File: src/rtl/id_slice.sv
// Decode stage: IF/ID register, 16-entry register file with write-through bypass,
// load-use hazard detection and the ID/EX pipeline register.
module id_slice #(
   parameter int DATA_W = 16,
   parameter int RA_W   = 4,
   parameter int IMM_W  = 8
) (
   input  logic              clk,
   input  logic              rst,
   input  logic [15:0]       instr_in,
   input  logic [15:0]       PC_inc_in,
   input  logic              flush,
   input  logic              ex_memrd,
   input  logic [RA_W-1:0]   ex_rd,
   input  logic              wb_we,
   input  logic [RA_W-1:0]   wb_rd,
   input  logic [DATA_W-1:0] wb_data,
   output logic              stall,
   output logic              id_valid,
   output logic [15:0]       id_PC_inc,
   output logic [3:0]        id_opcode,
   output logic [RA_W-1:0]   id_rd,
   output logic [RA_W-1:0]   id_rs,
   output logic [RA_W-1:0]   id_rt,
   output logic [DATA_W-1:0] id_rs_data,
   output logic [DATA_W-1:0] id_rt_data,
   output logic [DATA_W-1:0] id_imm
);

   localparam int NREG = 1 << RA_W;

   logic [15:0]       ifid_instr;
   logic [15:0]       ifid_pc_inc;
   logic              ifid_valid;

   logic [3:0]        opcode;
   logic [RA_W-1:0]   rd;
   logic [RA_W-1:0]   rs;
   logic [RA_W-1:0]   rt;
   logic [DATA_W-1:0] imm;
   logic              reads_rt;
   logic [DATA_W-1:0] rs_data;
   logic [DATA_W-1:0] rt_data;

   logic [DATA_W-1:0] regs [NREG];

   always_ff @(posedge clk or negedge rst) begin
      if (!rst) begin
         ifid_instr  <= '0;
         ifid_pc_inc <= '0;
         ifid_valid  <= 1'b0;
      end else if (flush) begin
         ifid_instr  <= '0;
         ifid_valid  <= 1'b0;
      end else if (!stall) begin
         ifid_instr  <= instr_in;
         ifid_pc_inc <= PC_inc_in;
         ifid_valid  <= 1'b1;
      end
   end

   assign opcode   = ifid_instr[15:12];
   assign rd       = ifid_instr[8 +: RA_W];
   assign rs       = ifid_instr[4 +: RA_W];
   assign rt       = ifid_instr[0 +: RA_W];
   assign imm      = {{(DATA_W-IMM_W){ifid_instr[IMM_W-1]}}, ifid_instr[IMM_W-1:0]};
   assign reads_rt = ~opcode[3];

   // A load in EX whose destination feeds this instruction must delay it one cycle.
   always_comb begin
      stall = 1'b0;
      if (!flush && ifid_valid && ex_memrd && (ex_rd != '0)) begin
         if ((ex_rd == rs) || (reads_rt && (ex_rd == rt))) begin
            stall = 1'b1;
         end
      end
   end

   // Reads see a same-cycle writeback so decode never picks up a stale value.
   always_comb begin
      rs_data = '0;
      rt_data = '0;
      if (rs != '0) begin
         rs_data = (wb_we && (wb_rd == rs)) ? wb_data : regs[rs];
      end
      if (rt != '0) begin
         rt_data = (wb_we && (wb_rd == rt)) ? wb_data : regs[rt];
      end
   end

   always_ff @(posedge clk or negedge rst) begin
      if (!rst) begin
         for (int i = 0; i < NREG; i++) begin
            regs[i] <= '0;
         end
      end else if (wb_we && (wb_rd != '0)) begin
         regs[wb_rd] <= wb_data;
      end
   end

   always_ff @(posedge clk or negedge rst) begin
      if (!rst) begin
         id_valid   <= 1'b0;
         id_PC_inc  <= '0;
         id_opcode  <= '0;
         id_rd      <= '0;
         id_rs      <= '0;
         id_rt      <= '0;
         id_rs_data <= '0;
         id_rt_data <= '0;
         id_imm     <= '0;
      end else if (flush || stall || !ifid_valid) begin
         id_valid   <= 1'b0;
         id_PC_inc  <= '0;
         id_opcode  <= '0;
         id_rd      <= '0;
         id_rs      <= '0;
         id_rt      <= '0;
         id_rs_data <= '0;
         id_rt_data <= '0;
         id_imm     <= '0;
      end else begin
         id_valid   <= 1'b1;
         id_PC_inc  <= ifid_pc_inc;
         id_opcode  <= opcode;
         id_rd      <= rd;
         id_rs      <= rs;
         id_rt      <= rt;
         id_rs_data <= rs_data;
         id_rt_data <= rt_data;
         id_imm     <= imm;
      end
   end

endmodule

File: config.mk
export PLATFORM = sky130hd
export DESIGN_NAME = id_slice
export DESIGN_NICKNAME = d
export VERILOG_FILES = /design/src/rtl/id_slice.sv
export SDC_FILE = /design/constraint.sdc
export NUM_CORES = 1
export LEC_CHECK = 0
export ABC_AREA = 0
export CORE_MARGIN = 2
export CORE_UTILIZATION = 50
export CTS_CLUSTER_SIZE = 40
export DETAILED_ROUTE_END_ITERATION = 12
export GPL_ROUTABILITY_DRIVEN = 0
export PLACE_DENSITY = 0.7
export SYNTH_ARGS = -nofsm -noshare
export SYNTH_HDL_FRONTEND = slang
export SYNTH_SLANG_ARGS = --single-unit
File: constraint.sdc
create_clock -name clk -period 2.31 [get_ports clk]
set_input_delay 0.462 -clock clk [delete_from_list [all_inputs] [get_ports clk]]
set_output_delay 0.462 -clock clk [all_outputs]
set_load 0.02 [all_outputs]
==> results by group <==
Route
  – Vias: around 11000
  – Drt first pass iters: 5
  – Antenna Violating Nets Remaining: 0
  – Drt first-iter violations: between 700 and 800
  – DRC: 0
  – Drt total wl: roughly 46 mm
  – Routed vias/inst: slightly above 6
  – Routed len/inst: about 25 µm

Clocking
  – Sink Count: approximately 350
  – Root Driver: clkbuf_16
  – Clock-pin transition on the worst setup and hold timing paths: 0.06 ns
  – CTS Buf Count: 37
  – CTS tree: yes
  – Worst skew pair latency: between 0.5 and 0.6 ns
  – Clk buf depth: 3
  – Number of H-tree levels: 2

Timing
  – Fmax: approximately 450 MHz
  – Crit share post-route: 0.971
  – Slew Limit Fails: 0
  – Setup repair after global routing missed its margin: false
  – Worst setup skew after layout: approximately 0.015 ns
  – Setup ws final: roughly 0.067 ns
  – Final Hold Viols: 0
  – Worst slew margin: 0.543
  – Worst-Margin Slew: about 0.68 ns
  – Final hold slack: 0.394 ns
  – Setup violations, final: 0
  – Crit path time final: between 2 and 2.5 ns

Floorplan
  – # IOs: approximately 140
  – Initial Util: 0.508
  – Full die area: 36600 µm²
  – Die Height: about 190 µm
  – Placement row count: 68
  – Die Wd: about 190 µm
  – Core area: about 35000 µm²

Synth
  – FF+latch count, synth: around 350
  – EDFF count, synth: 0
  – Syn. warnings: 0
  – Yosys cell types: 35
  – Asr flop ratio synth: 1.00
  – Syn Inst Count: 1246
  – Syn avg cell area: between 10 and 15 µm²
  – Mapped Area: approximately 18000 µm²
  – Sequential area share after synthesis: 0.505
  – Synth Flop Type: dfrtp_1
  – Mapped Nets: approximately 1300

Global routing
  – Gr usage total: 0.261
  – Initial antenna violation count: 0
  – Pin count of the biggest net entering global routing: 67
  – GRT Residual Overflow: 0
  – Vias in the first global route: about 12000
  – First-pass GRT wire length: 71.5 mm

Hold path
  – Hold path start: regs[250]$_DFFE_PN0P_
  – WHS Path Cells: 0
  – Hold endpoint: regs[250]$_DFFE_PN0P_
  – Hold Crit Class: reg -> reg

Run status
  – Run status: finished clean

Setup path
  – Critical Path Fanout Max: 3
  – Worst Setup Start Kind: register
  – Worst EP arrival: around 1.8 ns
  – R2R setup slack: about 0.11 ns
  – RR Startpoint: ifid_instr[4]$_DFFE_PN0P_
  – Critical path endpoint category: primary output
  – Register-to-Register Path Depth: 6
  – Req. time, crit path: approximately 1.9 ns
  – Worst r2r dst: id_rs_data[4]$_DFF_PN0_
  – Worst setup path class: reg -> out

Cells and area
  – Area occupied by multi-input gates: ~8000 µm²
  – Most frequent cells in the layout: 350 x dfrtp_1, 246 x mux2_2, 137 x clkdlybuf4s50_1
  – Register area: around 9000 µm²
  – Area delta synth->final: 19.5%
  – Ratio of cells with drive above 1 in the final layout: 0.354
  – Nets: between 1000 and 1500
  – Commonest non-fill, non-tap cell in the layout: dfrtp_1
  – Fillers: approximately 2700
  – N_diodes: 0

Pwr
  – Worst vdd ir: just under 0.5 mV
  – Pwr dens: around 840 nW/µm²
  – Lkg Pwr: a little over 9 nW

Run
  – Max-Cap Viols: 0

Place
  – Dpl ws: -0.443 ns
  – Placed wire-length estimate: ~27 mm
  – IO Port Bufs: around 140
## how the worst max path moves through the flow
stage | from | end | slack [ns] | cells past startpoint
floorplan | ex_rd[0] | ifid_pc_inc[10]$_DFFE_PN0P_ | 0.39 | 7
global placement | ex_rd[0] | stall | -0.42 | 5
detailed placement | ex_rd[0] | id_PC_inc[13]$_DFF_PN0_ | -0.44 | 7
CTS | ifid_instr[0]$_DFFE_PN0P_ | stall | 0.03 | 4
global route | ifid_instr[6]$_DFFE_PN0P_ | stall | 0.01 | 4
finish | ifid_instr[0]$_DFFE_PN0P_ | stall | 0.07 | 4
## stage by stage
stage               setup TNS, ns  power (W)  utilization  instances  cell area (µm²)
floorplan                       0     0.0103            -       1246            17500
global placement           -22.25     0.0113        0.568       1764            19600
detailed placement         -27.86     0.0115        0.568       1764            19600
CTS                             0     0.0178        0.606       1833            20900
global route                    0     0.0185        0.607       1833            21000
finish                          0     0.0177        0.607       1833            21000
## final cells by class
class                   instances  area share
well taps                     455      0.0272
clock inverters                13     0.00967
flip-flops and latches        354       0.423
clock buffers                  53      0.0515
repair buffers                206       0.107
multi-input cells             749       0.381
inverters                       3    0.000537
## kinds of logic (layout without fill, tap and decap cells)
logic type	count (synthesis)	in the layout	share of synthesized area
xor gates and xnor gates	16	16	0.00799
DFF	354	354	0.505
muxes	448	448	0.345
buffers and inverters	144	275	0.0421
AOI/OAI and AO/OA	115	115	0.0541
and+or+nand+nor	169	170	0.0462
## per-layer routing
layer / GRT usage / share of wire / up-vias
li1: - / - / 4821
met1: 0.370 / 0.44 / 5934
met2: 0.418 / 0.48 / 366
met3: 0.0371 / 0.056 / 98
met4: 0.0870 / 0.030 / 0
met5: 0 / 0 / -
## critical path, cell delays in order, from the launching register on
cell and delay (ns):
dfrtp_4 0.51, xor2_1 0.17, nor3_1 0.23, a22o_2 0.21, buf_4 0.14
## cell usage after synthesis (14+ instances only)
cell,instances,area [µm²]
clkbuf_1,69,259
dfrtp_1,354,8860
buf_4,28,210
o211a_1,32,320
o211ai_1,32,240
and2_1,32,200
mux4_2,96,2160
mux2_2,246,2770
mux2i_1,96,961
xor2_1,14,123
o21ai_0,16,80.1
nand2_1,97,364
buf_2,32,160
o2111ai_1,32,280
## repair_timing
action | 4_1_cts | 5_1_grt
endpoints found under the setup margin | 1 | 23
hold buffers | 1 | 0
buffers inserted | 1 | 0
pin swaps | 2 | 2
gates resized for setup | 6 | 4
hold endpoints to repair | 43 | 0
cloned | 1 | 0
## registers in the layout, summed over array words and instances (netlist names)
signal	cells
ifid_pc_inc	16
id_rd	4
regs	256
id_rt_data	16
id_opcode	4
id_rs_data	16
ifid_instr	16
id_PC_inc	16
id_valid	1
id_imm	8
ifid_valid	1
## report_power, final
group / leakage, nW / internal, W / switching, W
logic: 4.02 / 0.00198 / 0.00138
clock network: 0.623 / 0.00382 / 0.00244
registers: 4.46 / 0.00729 / 0.000751
(Power assumes the default switching activity.)
